<file path="src/rtl/bus_memtest.sv">
// Bus memory self-test initiator: writes seed+n over an address window,
// reads it back, and stops at the first mismatch, bus error or timeout.
module bus_memtest #(
    parameter int unsigned WIDTH     = 32,
    parameter logic [31:0] BASE      = 32'h0,
    parameter int unsigned COUNT     = 32'h400,
    parameter logic [31:0] ADDR_STEP = 32'd4,
    parameter int unsigned TIMEOUT   = 1024
) (
    input  logic             i_clock,
    input  logic             i_reset_n,
    input  logic             i_start,
    input  logic [WIDTH-1:0] i_seed,
    output logic             o_busy,
    output logic             o_done,
    output logic             o_pass,
    output logic             o_timeout,
    output logic             o_bus_error,
    output logic [31:0]      o_fail_address,
    output logic [WIDTH-1:0] o_fail_expected,
    output logic [WIDTH-1:0] o_fail_actual,
    output logic             o_request,
    output logic             o_rw,
    output logic [31:0]      o_address,
    output logic [WIDTH-1:0] o_wdata,
    input  logic [WIDTH-1:0] i_rdata,
    input  logic             i_ready,
    input  logic             i_valid
);

    typedef enum logic [2:0] {
        IDLE,
        WRITE,
        WRITE_GAP,
        READ,
        READ_GAP,
        DONE
    } state_t;

    localparam logic [31:0] LAST   = 32'(COUNT - 1);
    localparam int          TW     = $clog2(TIMEOUT + 1);
    localparam logic [TW-1:0] T_LAST = TW'(TIMEOUT - 1);

    state_t           state;
    logic [31:0]      index;
    logic [WIDTH-1:0] seed;
    logic [WIDTH-1:0] pattern;
    logic [WIDTH-1:0] next_pattern;
    logic [TW-1:0]    wait_count;

    logic handshake;
    logic last;
    logic bus_fault;
    logic data_fault;
    logic timed_out;
    logic all_done;

    always_comb begin
        handshake    = (state == WRITE) || (state == READ);
        last         = (index == LAST);
        next_pattern = pattern + WIDTH'(1);
        bus_fault    = handshake && i_ready && !i_valid;
        data_fault   = (state == READ) && i_ready && i_valid
                       && (i_rdata != pattern);
        timed_out    = handshake && !i_ready && (wait_count == T_LAST);
        all_done     = (state == READ_GAP) && last;
    end

    always_ff @(posedge i_clock or negedge i_reset_n) begin
        if (!i_reset_n) begin
            state           <= IDLE;
            index           <= '0;
            seed            <= '0;
            pattern         <= '0;
            wait_count      <= '0;
            o_busy          <= 1'b0;
            o_done          <= 1'b0;
            o_pass          <= 1'b0;
            o_timeout       <= 1'b0;
            o_bus_error     <= 1'b0;
            o_fail_address  <= '0;
            o_fail_expected <= '0;
            o_fail_actual   <= '0;
            o_request       <= 1'b0;
            o_rw            <= 1'b0;
            o_address       <= '0;
            o_wdata         <= '0;
        end else begin
            unique case (state)
                IDLE, DONE: begin
                    if (i_start) begin
                        state           <= WRITE;
                        seed            <= i_seed;
                        pattern         <= i_seed;
                        index           <= '0;
                        wait_count      <= '0;
                        o_busy          <= 1'b1;
                        o_done          <= 1'b0;
                        o_pass          <= 1'b0;
                        o_timeout       <= 1'b0;
                        o_bus_error     <= 1'b0;
                        o_fail_address  <= '0;
                        o_fail_expected <= '0;
                        o_fail_actual   <= '0;
                        o_request       <= 1'b1;
                        o_rw            <= 1'b1;
                        o_address       <= BASE;
                        o_wdata         <= i_seed;
                    end
                end
                WRITE: begin
                    if (i_ready) begin
                        o_request <= 1'b0;
                        state     <= WRITE_GAP;
                    end else begin
                        wait_count <= wait_count + TW'(1);
                    end
                end
                WRITE_GAP: begin
                    o_request  <= 1'b1;
                    wait_count <= '0;
                    if (last) begin
                        state     <= READ;
                        index     <= '0;
                        pattern   <= seed;
                        o_rw      <= 1'b0;
                        o_address <= BASE;
                        o_wdata   <= '0;
                    end else begin
                        state     <= WRITE;
                        index     <= index + 32'd1;
                        pattern   <= next_pattern;
                        o_address <= o_address + ADDR_STEP;
                        o_wdata   <= next_pattern;
                    end
                end
                READ: begin
                    if (i_ready) begin
                        o_request <= 1'b0;
                        state     <= READ_GAP;
                    end else begin
                        wait_count <= wait_count + TW'(1);
                    end
                end
                READ_GAP: begin
                    state      <= READ;
                    o_request  <= 1'b1;
                    wait_count <= '0;
                    index      <= index + 32'd1;
                    pattern    <= next_pattern;
                    o_address  <= o_address + ADDR_STEP;
                end
                default: begin
                    state     <= IDLE;
                    o_request <= 1'b0;
                end
            endcase

            // Every way of ending a run funnels through here and wins over
            // the normal progression chosen above.
            if (bus_fault || data_fault || timed_out || all_done) begin
                state       <= DONE;
                o_request   <= 1'b0;
                o_busy      <= 1'b0;
                o_done      <= 1'b1;
                o_pass      <= all_done;
                o_bus_error <= bus_fault;
                o_timeout   <= timed_out;
                if (!all_done) begin
                    o_fail_address <= o_address;
                end
                if (data_fault) begin
                    o_fail_expected <= pattern;
                    o_fail_actual   <= i_rdata;
                end
            end
        end
    end

endmodule
</file>
<file path="config.mk">
export PLATFORM = sky130hd
export DESIGN_NAME = bus_memtest
export DESIGN_NICKNAME = d
export VERILOG_FILES = /design/src/rtl/bus_memtest.sv
export SDC_FILE = /design/constraint.sdc
export NUM_CORES = 1
export LEC_CHECK = 0
export ABC_CLOCK_PERIOD_IN_PS = 5400
export CAP_MARGIN = 20
export CORE_ASPECT_RATIO = 0.5
export CORE_MARGIN = 2
export CORE_UTILIZATION = 25
export DETAILED_ROUTE_END_ITERATION = 10
export GPL_TIMING_DRIVEN = 0
export SLEW_MARGIN = 40
export SYNTH_ARGS = -nofsm -noshare
export SYNTH_HDL_FRONTEND = slang
export SYNTH_SLANG_ARGS = --single-unit
</file>
<file path="constraint.sdc">
create_clock -name i_clock -period 5.4 [get_ports i_clock]
set_clock_uncertainty 0.15 [all_clocks]
set_input_delay 1.35 -clock i_clock [delete_from_list [all_inputs] [get_ports i_clock]]
set_output_delay 1.35 -clock i_clock [all_outputs]
set_load 0.01 [all_outputs]
</file>
* Yosys cells after proc, flatten, opt, wreduce, memory -nomap -nowiden *
Index checks and enable logic that the tools add are counted.

word-level totals
  input bits = 69
  bits in registers = 277
  output and inout port bits = 167
  word-level logic and storage cells = 112

cells by class
  reductions and logical operators = 31
  $add $sub $neg = 4
  eq/ne operators = 15
  mux-type cells = 45

operators by type and width
  operator                 count
  $mux W32                 18
  $pmux W32 S3             3
  $add A32 B1 Y32 const B  2
  $pmux W32 S2             1
  $pmux W11 S3             1
  $add A32 B3 Y32 const B  1
  $eq A32 B10 Y1 const B   1
  $ne A32 B32 Y1           1
  $mux W11                 2
  $pmux W3 S5              1
  $mux W1                  12
  $mux W3                  4
  $add A11 B1 Y11 const B  1
  $eq A11 B10 Y1 const B   1
  $reduce_and A2 Y1        5
  $reduce_and A3 Y1        3
  $logic_and A1 B1 Y1      8
  $eq A3 B2 Y1 const B     2
  $eq A3 B3 Y1 const B     2
  $ne A2 B2 Y1 const B     3
  $ne A3 B2 Y1 const B     2
  $reduce_bool A2 Y1       3
  $reduce_bool A3 Y1       2
  $reduce_or A2 Y1         3
  other kinds (9)          13

* Depth between registers and ports, before layout *
Gate-level depths: netlist of the first run.

  depth after elaboration = 9
  mapped depth = 10
  gate-level depth less buffers = 7

* Worst setup path after synthesis of the first run *
Ideal clock, no wire load.

  kind = input port to flip-flop
  start = in i_start
  end = reg pattern[30]
  cell stages on the path = 7
  setup slack = 2.359 ns
  required time = 5.124 ns
  arrival time = 2.765 ns
  setup time = 0.126 ns
  path buffers = 1
  cell sequence = o21ba_2 -> o211ai_1 -> clkbuf_1 -> nor2_1 -> nand2_1 -> o21ai_0 -> a221o_1

on the way
  cells in the longest elaborated chain, start to end = 2

RTL lines
  element                      RTL line  RTL
  from (decl)                  12        input logic i_start,
  $ne A2 B2 Y1 (no line)       n/a
  $reduce_and A2 Y1 (no line)  n/a
  to (signal assigned)         94        pattern <= i_seed;
  to (signal assigned)         132       pattern <= next_pattern;
  to (signal assigned)         150       pattern <= next_pattern;
  to (decl)                    47        logic [WIDTH-1:0] pattern;

Every way passes these cells.
A chain may end at the register's enable or synchronous reset.

* Worst setup path after layout of the first run *
  start = in i_start
  end = reg pattern[23]

Same word-level chain as after synthesis.

==> impl_metrics.yaml, run 1 <==
status:
  status: "completed"
critical_path:
  worstSetupEndpointType: "register"
  path_max_fanout: 10
  worstSetupStartpointType: "input pin"
  arrival_ns: 4.40
  r2r_end: "o_fail_address[29]"
  reg2reg_depth: 8
  path_class: "input pin to register"
  required_ns: 5.74
  reg2reg_from: "state[2]"
  rrSetupSlack_ns: 2.00
timing:
  timing.hold.ws_ns: 0.328
  drv_slew: 0
  setup_viol: 0
  rsz0062_at_grt: "no"
  finalCritPeriodShare_pct: 75.3
  fin_setup_tns_ns: 0
  max_slew_margin_pct: 41.7
  worst-slew-pin-transition_ns: 0.871
  fin_crit_ns: 4.06
  max_clock_freq_ghz: 0.246
  hold_violations: 0
cells_and_area:
  n_fill_cell: 5326
  multiInputGateArea_um2: 5890
  layout.nets: 1779
  stdcell_area_um2: 17600
  drive_above_1_share_pct: 6.55
  register_area_um2: 6880
  area_delta_synth_final_pct: 32.8
hold_path:
  hold_end: "seed[5]"
  min_from: "seed[5]"
  hold_depth: 2
  hold_path_class: "register to register"
drt:
  postRouteAntennaNets: 0
  routed_via_density: 4.90
  drc: 0
  wl_per_cell_um: 19.2
  vias: 11900
  wl_um: 46600
  drtIter0Drc: 1002
  dr.pass1.iters: 5
clock_tree:
  clk_path_buf_depth: 3
  numCtsBuffers: 29
  worstSkewPairLatency_ns: 0.57
  cts.sinks: 275
  h-tree-depth: 1
  postCtsSetupBuffers: 0
  ctsResizeCount: 0
  clk_pin_slew_ns: 0.06
  cts_tree: "done"
  postCtsHoldBufs: 0
  cts_root_buffer: "clkbuf_16"
logic_synthesis:
  ys_warn_count: 0
  synth-edff-count: 0
  ys_ff_latch: 275
  synth_top_area_cell: "dfrtp_1"
  syn_area_um2: 13300
  synthDistinctLibCells: 65
  yosysSeqAreaShare_pct: 51.8
  synth-main-ff-cell: "dfrtp_1"
  synth.area.top_cells: "dfrtp_1 52%, nand2_1 8.1%, o21ai_0 4.0%, nor2_1 3.7%, xor2_1 3.6%"
  yosysTopAreaCellShare_pct: 51.8
  synthCells: 1437
  async_reset_ff_share_pct: 100
  synthTopCellsByCount: "287 x nand2_1, 275 x dfrtp_1, 130 x nor2_1, 107 x o21ai_0, 73 x nand3_1"
  avgSynthCellArea_um2: 9.24
  yosysMostFrequentCell: "nand2_1"
pwr:
  p_leak_nw: 7.17
  ir_drop_v: 0.000271
  power-per-cell-area_nw_per_um2: 532
floorplanning:
  num_rows: 59
  io_pins: 236
  die_area_um2: 55100
  initial_core_util_pct: 25.4
  dieHeight_um: 167
  core_area_um2: 52200
  die_w_um: 330
job:
  maxCapViolCount: 0
grt:
  grt_overflow: 0
  grt_use_total_pct: 16.6
  antenna_found_initial: 6
  grt_pass1_vias: 11800
  grt_pass1_wl_um: 71300
  grt_max_degree: 70
place:
  gp_congestion: 0.876
  dp_hpwl_um: 34400
  placed_area_um2: 16600
  portBuffers: 233
[state kept, by name, indices dropped and copies added (netlist names), 3 cells and up]
register         flops
state                3
o_fail_expected     32
index               32
pattern             32
seed                32
wait_count          11
o_fail_address      32
o_wdata             32
o_address           30
o_fail_actual       32
[placed cells by master (no fill, tap or decap), drive strengths merged, types with 6 or more instances in the layout]
cell type        n
inv             13
a221oi          27
nand4           38
xnor2           54
buf             55
clkbuf          97
o2bb2ai         45
nand3           73
nand2          287
diode            6
and2             7
o21a            19
and3            15
nor4            18
nor3            34
xor2            55
o22ai           12
nor2b            6
o21ai          108
a21oi           35
dfrtp          275
and4            11
nor2           130
clkdlybuf4s50  232
or3             12
nand2b           7
[stage by stage]
| step | worst slack, ns | instances | total power, mW | util, % |
|---|---|---|---|---|
| finish | 1.34 | 2433 | 9.37 | 33.8 |
| global route | 1.22 | 2433 | 9.92 | 33.8 |
| CTS | 1.39 | 2427 | 9.39 | 33.7 |
| detailed placement | 0.809 | 2376 | 7.22 | 31.8 |
| global placement | -9.59 | 2372 | 7.19 | 31.6 |
| floorplan | 2.36 | 1438 | 5.35 | - |
[report_power, final]
part           leakage (nW)  total (mW)  switching (mW)  internal (mW)
logic                  3.06        4.08            2.51           1.57
clock network         0.494        2.14           0.861           1.28
registers              3.61        3.15           0.466           2.68
[critical path: stages]
cell and delay (ns):
clkdlybuf4s50_1 0.55, o21ba_2 0.28, o211a_1 0.20, clkbuf_1 0.22
nand2_1 0.23, clkbuf_1 0.64, clkbuf_1 0.62, o22ai_1 0.18
nor2_1 0.13
[how the worst max path moves through the flow]
| stage | slack (ns) | start | to | cells after the start |
|---|---|---|---|---|
| finish | 1.34 | i_start | pattern[23] | 9 |
| global route | 1.22 | i_start | index[24] | 9 |
| CTS | 1.39 | i_start | index[24] | 9 |
| detailed placement | 0.81 | i_start | index[24] | 9 |
| global placement | -9.59 | i_reset_n | index[29] | 1 |
| floorplan | 2.36 | i_start | pattern[30] | 7 |
[cell families (layout without fill, tap and decap cells)]
logic type	count (synthesis)	in the layout	share of synthesized area, %
compound gates	282	282	14.2
simple gates	648	648	22.4
xor+xnor	109	109	7.19
fa+ha+maj	4	4	0.377
mux	1	1	0.0754
other cells	1	8	0.0282
buf+inv	117	405	3.89
flops	275	275	51.8
[layout make-up]
class,instances,area share (%)
sequential,275,39.0
multi-input combinational,1046,33.4
timing repair buffer,237,13.9
tap,701,4.98
clock buffer,43,4.87
buffer,104,2.65
clock inverter,8,0.795
inverter,13,0.277
antenna,6,0.0852
[metal layers]
layer / track usage [%] / routed length (um) / vias to the layer above
met5: 0 / 0 / -
met4: 6.82 / 1690 / 0
li1: - / - / 5546
met3: 2.06 / 1880 / 90
met2: 29.5 / 24200 / 336
met1: 20.4 / 18800 / 5947
No activity file was read; power rests on OpenSTA's default activity.
==> run 2: changes to the inputs <==
--- a/config.mk
+++ b/config.mk
@@ -5,7 +5,7 @@
 export SDC_FILE = /design/constraint.sdc
 export NUM_CORES = 1
 export LEC_CHECK = 0
-export ABC_CLOCK_PERIOD_IN_PS = 5400
+export ABC_CLOCK_PERIOD_IN_PS = 3400
 export CAP_MARGIN = 20
 export CORE_ASPECT_RATIO = 0.5
 export CORE_MARGIN = 2
==> constraint.sdc (replaced) <==
create_clock -name i_clock -period 3.4 [get_ports i_clock]
set_clock_uncertainty 0.15 [all_clocks]
set_input_delay 0.85 -clock i_clock [delete_from_list [all_inputs] [get_ports i_clock]]
set_output_delay 0.85 -clock i_clock [all_outputs]
set_load 0.01 [all_outputs]
==> run 2 against run 1 <==
Against the previous run:
- first-iteration DRC count is 1.9% lower
- cell count is 0.12% higher
- combinational power is 59% higher
- setup slack worse by 1.2 ns
==> impl_metrics.yaml, run 2 (same netlist as run 1, synthesis figures left out) <==
critical_path:
  required_ns: 3.75
  path_class: "input pin to register"
  crit_buf_inv: 3
  r2r_end: "o_fail_address[29]"
  rrSetupSlack_ns: 0.24
  path_max_fanout: 10
  arrival_ns: 3.60
  slowest_delay_ns: 0.62
  path_cells: "clkdlybuf4s50_1 > nand2b_1 > o211ai_1 > clkbuf_1 > nor2_2 > clkbuf_1 > nand2_1 > nand2_1"
  worstSetupStartpointType: "input pin"
  reg2reg_from: "state[2]"
  worstSetupEndpointType: "register"
  slowest_stage: "clkdlybuf4s50_1"
  reg2reg_depth: 8
  crit_family: "buffers and inverters"
floorplanning:
  dieHeight_um: 167
  num_rows: 59
  die_w_um: 330
  core_area_um2: 52200
  die_area_um2: 55100
  io_pins: 236
  initial_core_util_pct: 25.4
grt:
  grt_overflow: 0
  antenna_found_initial: 6
  grt_max_degree: 70
  grt_use_total_pct: 16.6
  grt_pass1_vias: 11800
  grt_pass1_wl_um: 71300
cells_and_area:
  layout.cells.non_filler: 2436
  drive_above_1_share_pct: 6.94
  area_delta_synth_final_pct: 33.1
  mostFrequentLayoutCell: "nand2_1"
  final_cell_mix: "286 x nand2_1, 275 x dfrtp_1, 232 x clkdlybuf4s50_1, 128 x nor2_1, 107 x o21ai_0"
  multiInputGateArea_um2: 5900
  layout.nets: 1782
  n_fill_cell: 5320
  register_area_um2: 6880
timing:
  max_slew_margin_pct: 46.8
  worst_slack_ns: 0.151
  max_clock_freq_ghz: 0.308
  worst-slew-pin-transition_ns: 0.791
  setup_viol: 0
  drv_slew: 0
  timing.hold.ws_ns: 0.328
  hold_violations: 0
  finalCritPeriodShare_pct: 95.6
  rsz0062_at_grt: "no"
  fin_crit_ns: 3.25
drt:
  wl_um: 46600
  wl_per_cell_um: 19.1
  drc: 0
  postRouteAntennaNets: 0
  dr_wl_met2_um: 24200
  dr.pass1.iters: 5
  wl_met3_um: 1980
  top_layer: "met4"
  drtIter0Drc: 983
  vias: 11900
  wl_met1_um: 18700
  routed_via_density: 4.88
clock_tree:
  numCtsBuffers: 29
  clk_pin_slew_ns: 0.07
  worstSkewPairLatency_ns: 0.56
  cts.sinks: 275
  cts_root_buffer: "clkbuf_16"
  h-tree-depth: 1
  clk_path_buf_depth: 3
  cts_tree: "done"
pwr:
  ir_drop_v: 0.000429
  p_leak_nw: 7.20
  power-per-cell-area_nw_per_um2: 842
  power_mw: 14.9
place:
  dp_hpwl_um: 34400
  gp_congestion: 0.876
  dp_slack_ns: -0.691
  portBuffers: 233
  dp.cells: 2376
job:
  maxCapViolCount: 0
hold_path:
  min_from: "seed[17]"
  hold_depth: 2
  hold_path_class: "register to register"
  hold_end: "seed[17]"
status:
  status: "completed"
run 2: cell types whose count changed in the layout (fill, tap and decap cells not counted), sizes merged:
| cell | change |
|---|---|
| buf | +3 |
| clkbuf | -1 |
| dlygate4sd3 | +1 |
run 2: routing by layer:
layer	vias up	track usage [%]
li1	5550	-
met5	-	0
met2	335	29.5
met1	5910	20.4
met3	95	2.04
met4	0	6.78
run 2: worst max path at each step:
stage	from	to	slack, ns	depth (start not counted)
final	i_start	seed[12]	0.15	8
after global routing	i_start	seed[12]	0.06	8
after CTS	i_start	seed[12]	0.05	8
after detailed placement	i_start	index[24]	-0.69	9
after global placement	i_reset_n	index[29]	-11.09	1
after floorplan	i_start	pattern[30]	0.86	7
run 2: layout make-up:
cell class	instances	share of cell area [%]
Antenna cell	6	0.0850
Buffer	103	2.64
Clock buffer	43	4.86
Clock inverter	8	0.793
Inverter	13	0.276
Multi-Input combinational cell	1046	33.4
Sequential cell	275	38.9
Tap cell	701	4.96
Timing Repair Buffer	241	14.0
run 2: what timing repair did:
item	CTS	global route
hold buffers	1	0
hold endpoints to repair	24	0
resized for setup	3	2
setup buffers	0	3
endpoints found under the setup margin	75	87
run 2: through the flow:
| step | utilization [%] | TNS (ns) | instance area [um2] |
|---|---|---|---|
| final | 33.9 | 0 | 17700 |
| after global placement | 31.6 | -3155.30 | 16500 |
| after CTS | 33.8 | 0 | 17600 |
| after global routing | 33.9 | 0 | 17700 |
| after detailed placement | 31.8 | -109.10 | 16600 |
| after floorplan | - | 0 | 13300 |
run 2: power by group:
group	leakage, nW	switching, mW	internal (mW)	total, mW
logic	3.09	3.99	2.50	6.50
registers	3.61	0.737	4.26	4.99
clock network	0.494	1.36	2.03	3.39
run 2: tightest hold or removal path: cells and delay by family (launching register included):
kind	cells	cell delay (ns)
flip-flops	1	0.34
AND/OR/NAND/NOR	2	0.10
==> run 3: changes to the inputs <==
--- a/config.mk
+++ b/config.mk
@@ -11,7 +11,8 @@
 export CORE_MARGIN = 2
 export CORE_UTILIZATION = 25
 export DETAILED_ROUTE_END_ITERATION = 10
-export GPL_TIMING_DRIVEN = 0
+export GPL_ROUTABILITY_DRIVEN = 0
+export GPL_TIMING_DRIVEN = 1
 export SLEW_MARGIN = 40
 export SYNTH_ARGS = -nofsm -noshare
 export SYNTH_HDL_FRONTEND = slang
==> run 3 against run 2 <==
Against the previous run:
- routed wire length down 5.1%
- final area about the same
- register-to-register slack better by 0.31 ns
==> impl_metrics.yaml, run 3 (same netlist as run 1, synthesis figures left out) <==
critical_path:
  reg2reg_from: "pattern[0]"
  rrSetupSlack_ns: 0.55
  path_max_fanout: 7
  reg2reg_depth: 6
  worstSetupEndpointType: "register"
  r2r_end: "o_wdata[31]"
  path_class: "register to register"
  required_ns: 3.68
  arrival_ns: 3.13
  worstSetupStartpointType: "register"
drt:
  drtIter0Drc: 941
  drc: 0
  routed_via_density: 4.82
  postRouteAntennaNets: 0
  vias: 11500
  wl_per_cell_um: 18.5
  wl_um: 44300
  dr.pass1.iters: 5
clock_tree:
  clk_path_buf_depth: 3
  worstSkewPairLatency_ns: 0.56
  cts.sinks: 275
  clk_pin_slew_ns: 0.06
  postCtsHoldBufs: 0
  cts_tree: "done"
  h-tree-depth: 1
  cts_root_buffer: "clkbuf_16"
  postCtsSetupBuffers: 0
  numCtsBuffers: 29
  ctsResizeCount: 0
timing:
  fin_crit_ns: 2.85
  rsz0062_at_grt: "no"
  worst-slew-pin-transition_ns: 0.772
  finalCritPeriodShare_pct: 84.0
  setup_viol: 0
  drv_slew: 0
  worst_slack_ns: 0.546
  max_slew_margin_pct: 48.5
  hold_violations: 0
  timing.hold.ws_ns: 0.108
  fin_setup_tns_ns: 0
  max_clock_freq_ghz: 0.350
place:
  dp_hpwl_um: 31300
  portBuffers: 233
  placed_area_um2: 16700
  dp_slack_ns: 0.0417
job:
  maxCapViolCount: 0
grt:
  grt_use_total_pct: 15.7
  antenna_found_initial: 1
  grt_max_degree: 71
  grt_pass1_wl_um: 68100
  grt_overflow: 0
  grt_pass1_vias: 11200
cells_and_area:
  final_cell_mix: "286 x nand2_1, 275 x dfrtp_1, 232 x clkdlybuf4s50_1, 128 x nor2_1, 107 x o21ai_0"
  mostFrequentLayoutCell: "nand2_1"
  area_delta_synth_final_pct: 33.1
  layout.nets: 1743
  drive_above_1_share_pct: 8.12
  stdcell_area_um2: 17700
floorplanning:
  dieHeight_um: 167
  initial_core_util_pct: 25.4
  die_w_um: 330
  io_pins: 236
  die_area_um2: 55100
  core_area_um2: 52200
  num_rows: 59
pwr:
  power-per-cell-area_nw_per_um2: 835
  ir_drop_v: 0.000411
  p_leak_nw: 7.23
status:
  status: "completed"
hold_path:
  hold_path_class: "input pin to asynchronous set/reset pin"
[run 3: metrics by stage]
step                std cells  util [%]  power, mW
floorplan                1438         -       8.49
global placement         2340      32.1       11.6
detailed placement       2340      32.1       11.6
CTS                      2388      33.8       14.8
global route             2389      33.9       15.6
finish                   2389      33.9       14.8
[run 3: power by group]
| group | switching [mW] | leakage, nW | internal (mW) |
|---|---|---|---|
| registers | 0.869 | 3.61 | 4.26 |
| clock network | 1.31 | 0.455 | 1.82 |
| logic | 3.75 | 3.16 | 2.75 |
| total | 5.93 | 7.23 | 8.82 |
[run 3: layout make-up]
class	instances	area, um2
Antenna cell	1	2.50
Sequential cell	275	6880
Timing Repair Buffer	305	3030
Inverter	13	48.8
Clock inverter	4	45.0
Multi-Input combinational cell	1046	5920
Tap cell	701	877
Fill cell	5281	34500
Clock buffer	44	872
[run 3: worst max path at each step]
stage | from | endpoint | slack, ns | depth (start not counted)
finish | pattern[0] | o_wdata[31] | 0.55 | 6
global route | index[13] | pattern[12] | 0.33 | 7
CTS | pattern[0] | o_wdata[31] | 0.58 | 6
detailed placement | i_rdata[25] | state[2] | 0.04 | 9
global placement | i_rdata[25] | state[2] | 0.02 | 9
floorplan | i_start | pattern[30] | 0.86 | 7
[run 3: worst max-delay path, cell delays in order (launching register included)]
cell	delay, ns
dfrtp_1	0.64
and3_1	0.41
nand3_1	0.16
nor4b_2	0.42
or3b_1	0.44
xor2_1	0.34
o221ai_1	0.16
[run 3: layer usage]
layer  part of all wire [%]  GRT usage, %  wire length [um]
met5                      0             0                 0
met4                    2.5          4.23              1120
met3                    4.2          2.05              1840
met2                     51          27.6             22700
met1                     42          20.1             18600
